$ cat src/rtl/byte_packer.sv
`default_nettype none
// ============================================================================
//  Module      : byte_packer
//  Description : Packs a valid/ready byte stream into 32-bit little-endian
//                words with lane-keep and end-of-block flags. A block ending
//                on a partial word is flushed with PAD_BYTE in unused lanes.
//  Revision    : 1.0 - initial release
// ============================================================================
module byte_packer #(
    parameter logic [7:0] PAD_BYTE = 8'h00,
    parameter int         CNT_W    = 16
) (
    input  logic             clk,
    input  logic             rst,        // active-low, asynchronous assert
    input  logic             in_valid,
    output logic             in_ready,
    input  logic [7:0]       in_data,
    input  logic             in_last,
    output logic             out_valid,
    input  logic             out_ready,
    output logic [31:0]      out_data,
    output logic [3:0]       out_keep,
    output logic             out_last,
    output logic [CNT_W-1:0] word_cnt
);

    typedef enum logic [0:0] {
        ST_FILL = 1'b0,
        ST_PEND = 1'b1
    } state_t;

    state_t           r_state;
    logic [31:0]      r_acc_data;
    logic [3:0]       r_acc_keep;
    logic             r_acc_last;
    logic [1:0]       r_fill;
    logic             r_in_ready;
    logic             r_out_valid;
    logic [31:0]      r_out_data;
    logic [3:0]       r_out_keep;
    logic             r_out_last;
    logic [CNT_W-1:0] r_word_cnt;

    logic             w_in_fire;
    logic             w_out_fire;
    logic             w_out_free;
    logic             w_complete;
    logic [31:0]      w_word;
    logic [3:0]       w_keep;

    assign w_in_fire  = in_valid & r_in_ready;
    assign w_out_fire = r_out_valid & out_ready;
    // The output register can take a new word if empty or emptying this edge
    assign w_out_free = ~r_out_valid | out_ready;
    assign w_complete = w_in_fire & ((r_fill == 2'd3) | in_last);

    // Accumulator image with the incoming byte placed and upper lanes padded
    always_comb begin
        w_word = r_acc_data;
        for (int k = 0; k < 4; k++) begin
            if (k == int'(r_fill)) begin
                w_word[8*k +: 8] = in_data;
            end else if (k > int'(r_fill)) begin
                w_word[8*k +: 8] = PAD_BYTE;
            end
        end
        case (r_fill)
            2'd0:    w_keep = 4'b0001;
            2'd1:    w_keep = 4'b0011;
            2'd2:    w_keep = 4'b0111;
            default: w_keep = 4'b1111;
        endcase
    end

    // Packing state machine, accumulator and output register
    always_ff @(posedge clk or negedge rst) begin
        if (!rst) begin
            r_state     <= ST_FILL;
            r_acc_data  <= 32'h0;
            r_acc_keep  <= 4'h0;
            r_acc_last  <= 1'b0;
            r_fill      <= 2'd0;
            r_in_ready  <= 1'b0;
            r_out_valid <= 1'b0;
            r_out_data  <= 32'h0;
            r_out_keep  <= 4'h0;
            r_out_last  <= 1'b0;
        end else begin
            // Default: a drained word leaves the register empty unless reloaded
            if (w_out_fire) begin
                r_out_valid <= 1'b0;
            end
            case (r_state)
                ST_FILL: begin
                    r_in_ready <= 1'b1;
                    if (w_in_fire) begin
                        r_acc_data <= w_word;
                        if (w_complete) begin
                            r_fill <= 2'd0;
                            if (w_out_free) begin
                                r_out_valid <= 1'b1;
                                r_out_data  <= w_word;
                                r_out_keep  <= w_keep;
                                r_out_last  <= in_last;
                            end else begin
                                // Hold the finished word until the register frees up
                                r_acc_keep <= w_keep;
                                r_acc_last <= in_last;
                                r_state    <= ST_PEND;
                                r_in_ready <= 1'b0;
                            end
                        end else begin
                            r_fill <= r_fill + 2'd1;
                        end
                    end
                end
                ST_PEND: begin
                    r_in_ready <= 1'b0;
                    if (w_out_fire) begin
                        // Reload on the draining edge so out_valid never bubbles
                        r_out_valid <= 1'b1;
                        r_out_data  <= r_acc_data;
                        r_out_keep  <= r_acc_keep;
                        r_out_last  <= r_acc_last;
                        r_state     <= ST_FILL;
                        r_in_ready  <= 1'b1;
                    end
                end
                default: begin
                    r_state    <= ST_FILL;
                    r_in_ready <= 1'b1;
                end
            endcase
        end
    end

    // Count of words accepted downstream, wrapping naturally
    always_ff @(posedge clk or negedge rst) begin
        if (!rst) begin
            r_word_cnt <= '0;
        end else if (w_out_fire) begin
            r_word_cnt <= r_word_cnt + {{(CNT_W-1){1'b0}}, 1'b1};
        end
    end

    assign in_ready  = r_in_ready;
    assign out_valid = r_out_valid;
    assign out_data  = r_out_data;
    assign out_keep  = r_out_keep;
    assign out_last  = r_out_last;
    assign word_cnt  = r_word_cnt;

endmodule
`default_nettype wire

$ cat config.mk
export PLATFORM = sky130hd
export DESIGN_NAME = byte_packer
export DESIGN_NICKNAME = d
export VERILOG_FILES = /design/src/rtl/byte_packer.sv
export SDC_FILE = /design/constraint.sdc
export NUM_CORES = 1
export LEC_CHECK = 0
export CAP_MARGIN = 10
export CORE_ASPECT_RATIO = 0.7
export CORE_MARGIN = 3
export CORE_UTILIZATION = 30
export DETAILED_ROUTE_END_ITERATION = 6
export GPL_TIMING_DRIVEN = 1
export MAX_ROUTING_LAYER = met4
export PLACE_DENSITY = 0.56
export SETUP_SLACK_MARGIN = 0.1
export SYNTH_ARGS = -nofsm -noshare
export SYNTH_HDL_FRONTEND = slang
export SYNTH_SLANG_ARGS = --single-unit
$ cat constraint.sdc
create_clock -name clk -period 4.3 [get_ports clk]
set_clock_uncertainty 0.1 [all_clocks]
set_input_delay 0.86 -clock clk [delete_from_list [all_inputs] [get_ports clk]]
set_output_delay 0.86 -clock clk [all_outputs]
set_load 0.05 [all_outputs]
==> flow_summary_export.csv, run 1 <==
group,metric,value,unit
synthesis,syn_inst,375,
global_route,grt_first_pass_wirelength,16000,um
finish,antenna_cells,0,
run,cap_violations,0,
drt,drtAntennaViolNets,0,
floorplanning,die_area,0.0151,mm2
clock_network,cts_buffers,9,
worst_hold_path,hp-class,"reg2reg",
timing,tns,0,ps
global_route,grt_start_max_net_pins,75,
setup_path,crit_required,3340,ps
clock_network,clock_path_buffers,2,
power,p_leak,2.30,nW
setup_path,r2r_start,"r_fill[0]",
worst_hold_path,min_to,"out_data[7]",
place,port_buffers,67,
timing,hold_viol_final,0,
setup_path,cpPeakStageDelay,850,ps
synthesis,ys_top_cells_by_area,"dfrtp_1 (58%), o21ai_0 (6.3%), nand2_1 (5.6%)",
place,dpl.hpwl,6650,um
clock_network,post_cts_buffers,0,
clock_network,root_buffer,"clkbuf_16",
worst_hold_path,min_from,"out_data[7]",
finish,drive_gt1_frac,0.0814,
timing,grt_setup_unrepaired,"false",
setup_path,crit_type,"reg2out",
floorplanning,core,0.0128,mm2
setup_path,slowest_stage,"clkdlybuf4s50_1",
power,swShare,0.418,
clock_network,tritoncts,"yes",
setup_path,path_buf_inv,1,
power,pwr-share-seq,0.348,
clock_network,cts_resized,0,
setup_path,r2r_cells,5,
setup_path,cp_max_fo,8,
floorplanning,pin_count,68,
finish,syn2layout_area_growth,28.1,%
synthesis,yosysMostFrequentCell,"dfrtp_1",
setup_path,crit_chain,"clkdlybuf4s50_1",
timing,setup_viol,0,
setup_path,endpoint_kind,"output pin",
synthesis,synth.distinct_cells,35,
floorplanning,initial_core_util,0.318,
setup_path,worstPathArrival,1650,ps
synthesis,seq_area_frac_synth,0.583,
power,powerDensity,756,mW/mm2
power,ir_drop,0.298,mV
synthesis,synth_edf_count,0,
synthesis,synthArstFlopShare,1.00,
clock_network,htree_levels,3,
synthesis,syn_nets,395,
synthesis,yosys.area.top_type,"dfrtp_1",
power,combPwrFrac,0.444,
clock_network,hold_buffers,0,
global_route,globalRouteOverflowTotal,0,
drt,routedWlPerCell,15.4,um
global_route,grt_pass1_vias,2840,
worst_hold_path,whs_path_depth,2,
drt,first_pass_iters,4,
drt,drc,0,
clock_network,clkSlewWorstSetupHoldPaths,60,ps
drt,drtIter0Drc,156,
floorplanning,std_cell_rows,34,
synthesis,ys_ff_latch,95,
synthesis,synth_area,0.00408,mm2
clock_network,clk_latency,340,ps
finish,layout.nets,457,
timing,slew_viol_final,0,
timing,worst_hold_slack,378,ps
floorplanning,die_w,145,um
timing,clock.fmax,382,MHz
timing,relSlewSlack,0.394,
timing,fin_crit_sh,0.608,
timing,worst_slew_pin_slew,910,ps
synthesis,syn_avg_cell_area,10.9,um2
setup_path,r2r_slack,2030,ps
setup_path,timing.rr.end,"r_acc_data[4]",
synthesis,synthTopCellsByCount,"dfrtp_1 (95), nand2_1 (61), o21ai_0 (51)",
status,status,"completed",
global_route,grt_use_total,0.137,
drt,vias,2940,
setup_path,start_kind,"register",
synthesis,ys_warn_count,0,
place,place_congestion,0.749,
drt,wirelength,9570,um
synthesis,ys.flop_type,"dfrtp_1",
power,p_switching,0.00165,W
power,p_clk_frac,0.208,
synthesis,yosys.area.top_type_share,0.583,
floorplanning,die_h,104,um
clock_network,cts.sinks,95,
power,internal_power,0.00230,W
timing,finalCriticalPeriod,2610,ps
setup_path,cp_top_family,"buffers and inverters",
global_route,antenna_found_initial,0,
drt,via_per_inst,4.73,
==> flip-flops by register name, indices dropped and copies added, names as in the netlist <==
name	flops
r_state	1
r_fill	2
out_keep	4
r_acc_data	32
out_data	32
out_valid	1
r_acc_last	1
out_last	1
r_acc_keep	4
word_cnt	16
in_ready	1
==> per-layer routing <==
layer	up-vias	GRT usage	wire length [um]
li1	1417	-	-
met1	1449	0.197	4970
met2	63	0.186	3970
met3	11	0.0436	509
met4	0	0.0386	125
met5	-	-	0
==> how the worst max path moves through the flow <==
| stage | start | endpoint | slack [ps] | cells past startpoint |
|---|---|---|---|---|
| floorplan | word_cnt[0] | word_cnt[10] | 2410 | 5 |
| global placement | in_last | out_data[14] | 1660 | 5 |
| detailed placement | out_ready | word_cnt[10] | 1580 | 5 |
| CTS | out_valid | out_valid | 1660 | 1 |
| global route | out_valid | out_valid | 1640 | 1 |
| finish | out_valid | out_valid | 1690 | 1 |
==> logic make-up after synthesis <==
logic type / share of synthesized area
simple gates: 0.119
mux: 0.0647
buf+inv: 0.0334
xor+xnor: 0.0322
compound gates: 0.146
fa+ha+maj: 0.0215
flops: 0.583
==> layout by cell type, fill, tap and decap left out, drive strengths merged, types with 6 or more instances in the layout <==
cell type | netlist | final
a21oi | 12 | 12
a22o | 15 | 15
a22oi | 15 | 15
buf | 14 | 6
clkbuf | 7 | 13
clkdlybuf4s50 | 0 | 66
dfrtp | 95 | 95
ha | 7 | 7
inv | 7 | 7
mux2 | 11 | 11
mux2i | 11 | 11
nand2 | 61 | 61
nand3 | 7 | 7
nor2 | 21 | 21
o21ai | 52 | 52
xnor2 | 11 | 11
==> metrics by stage <==
stage | setup WS [ps] | std cells | utilization | cell area [um2] | total power, W
floorplan | 2410 | 375 | - | 4080 | 0.00262
global placement | 1660 | 606 | 0.383 | 4910 | 0.00313
detailed placement | 1580 | 606 | 0.383 | 4910 | 0.00316
CTS | 1660 | 622 | 0.407 | 5230 | 0.00399
global route | 1640 | 622 | 0.407 | 5230 | 0.00419
finish | 1690 | 622 | 0.407 | 5230 | 0.00395
==> power by group through the flow <==
stage | combinational, W | sequential, W | clock (W)
finish | 0.00175 | 0.00138 | 0.000821
floorplan | 0.000727 | 0.00189 | 0
CTS | 0.00178 | 0.00138 | 0.000837
global route | 0.00190 | 0.00142 | 0.000871
global placement | 0.00175 | 0.00138 | 0
detailed placement | 0.00177 | 0.00139 | 0
==> cell type report <==
| class | instances | area (um2) |
|---|---|---|
| fill | 1320 | 7620 |
| sequential | 95 | 2380 |
| multi-input combinational | 252 | 1580 |
| timing repair buffer | 72 | 706 |
| clock buffer | 13 | 270 |
| tap | 180 | 225 |
| clock inverter | 3 | 40.0 |
| inverter | 7 | 26.3 |
Note: power is estimated with default switching activity, not from simulation.
==> run 2: changes to the inputs <==
Clock period 4.3 ns to 2.5 ns, I/O delays scaled along.
==> run 2 against run 1 <==
Net effect: count of clock-buffer cells in the layout is 1 higher; largest power group unchanged; design area hardly changed; clock power is 50% higher.
==> flow_summary_export.csv, run 2 (synthesis gave the netlist of run 1 again) <==
group,metric,value,unit
status,status,"completed",
power,p_leak,2.29,nW
timing,worst_slew_pin_slew,640,ps
timing,tns,0,ps
clock_network,hold_buffers,0,
clock_network,root_buffer,"clkbuf_16",
timing,fin_crit_sh,0.905,
global_route,globalRouteOverflowTotal,0,
timing,clock.fmax,442,MHz
timing,finalCriticalPeriod,2260,ps
place,dpl.hpwl,6780,um
drt,via_per_inst,4.71,
clock_network,tritoncts,"yes",
power,ir_drop,0.630,mV
setup_path,crit_chain,"clkdlybuf4s50_1",
drt,drtAntennaViolNets,0,
floorplanning,pin_count,68,
setup_path,cp_max_fo,8,
finish,final_util,0.406,
clock_network,clock_path_buffers,2,
timing,relSlewSlack,0.572,
clock_network,cts.sinks,95,
global_route,grt_start_max_net_pins,49,
finish,drive_gt1_frac,0.0788,
global_route,grt_use_total,0.134,
timing,slew_viol_final,0,
global_route,grt_first_pass_wirelength,15700,um
place,place_congestion,0.780,
drt,wirelength,9520,um
drt,vias,2938,
global_route,antenna_found_initial,0,
clock_network,cts_buffers,9,
drt,drc,0,
finish,most-common-layout-cells,"dfrtp_1 (95), clkdlybuf4s50_1 (66), nand2_1 (61), o21ai_0 (51), nor2_1 (21)",
clock_network,clkSlewWorstSetupHoldPaths,60,ps
setup_path,worstPathArrival,1660,ps
floorplanning,die_h,104,um
worst_hold_path,hp-class,"in2async",
setup_path,crit_required,1900,ps
timing,grt_setup_unrepaired,"false",
place,port_buffers,67,
power,powerDensity,1270,mW/mm2
floorplanning,core,0.0128,mm2
setup_path,crit_type,"reg2out",
setup_path,endpoint_kind,"output pin",
clock_network,clk_latency,340,ps
floorplanning,die_area,0.0151,mm2
setup_path,slowest_stage,"clkdlybuf4s50_1",
drt,first_pass_iters,5,
drt,drtIter0Drc,152,
floorplanning,std_cell_rows,34,
finish,final_common_cell,"dfrtp_1",
clock_network,cts_resized,0,
global_route,grt_pass1_vias,2930,
setup_path,cpPeakStageDelay,850,ps
run,cap_violations,0,
floorplanning,initial_core_util,0.318,
timing,hold_viol_final,0,
timing,worst_hold_slack,69.7,ps
clock_network,htree_levels,3,
setup_path,path_buf_inv,1,
finish,layout.nets,460,
setup_path,start_kind,"register",
clock_network,post_cts_buffers,0,
drt,routedWlPerCell,15.3,um
finish,antenna_cells,0,
floorplanning,die_w,145,um
timing,setup_viol,0,
finish,syn2layout_area_growth,28.0,%
setup_path,cp_top_family,"buffers and inverters",
## run 2: layout make-up
type | instances | area, um2
multi-input cells | 252 | 1580
clock inverters | 1 | 5.00
clock buffers | 14 | 254
fillers | 1270 | 7630
well taps | 180 | 225
repair buffers | 75 | 753
flip-flops and latches | 95 | 2380
inverters | 7 | 26.3
## run 2: through the flow
step,instance area (um2),worst slack (ps),instances,power (W)
after floorplan,4080,607,375,0.00450
after global placement,4960,277,609,0.00542
after detailed placement,4960,184,609,0.00547
after CTS,5220,203,624,0.00675
after global routing,5220,175,624,0.00706
final,5220,237,624,0.00665
## run 2: power breakdown
| part | total, W | leakage (nW) | internal [W] | switching (W) |
|---|---|---|---|---|
| clock network | 0.00123 | 0.127 | 0.000696 | 0.000538 |
| registers | 0.00238 | 1.24 | 0.00203 | 0.000354 |
| logic | 0.00303 | 0.921 | 0.00110 | 0.00193 |
| total | 0.00665 | 2.29 | 0.00383 | 0.00282 |
## run 2: worst paths after layout
path / start / to / slack (ps) / depth (start not counted)
max: out_valid / out_valid / 240 / 1
min: rst / out_data[1] / 70 / 1
max reg2reg: r_fill[1] / out_data[18] / 580 / 5
min reg2reg: word_cnt[15] / word_cnt[15] / 380 / 1
max in group asynchronous: rst / word_cnt[4] / 1540 / 2
min in group clk: word_cnt[15] / word_cnt[15] / 380 / 1
## run 2: per-layer routing
| metal | vias up | part of all wire | global-route usage | wire, um |
|---|---|---|---|---|
| li1 | 1429 | - | - | - |
| met1 | 1428 | 0.51 | 0.186 | 4890 |
| met2 | 69 | 0.42 | 0.184 | 4030 |
| met3 | 12 | 0.050 | 0.0410 | 472 |
| met4 | 0 | 0.014 | 0.0481 | 132 |
| met5 | - | 0 | - | 0 |
==> run 3: changes to the inputs <==
Settings changed: ABC_CLOCK_PERIOD_IN_PS set to 2500.
==> results of run 3 <==
Same layout as run 2: the final DEF is identical, and so are final timing and power.
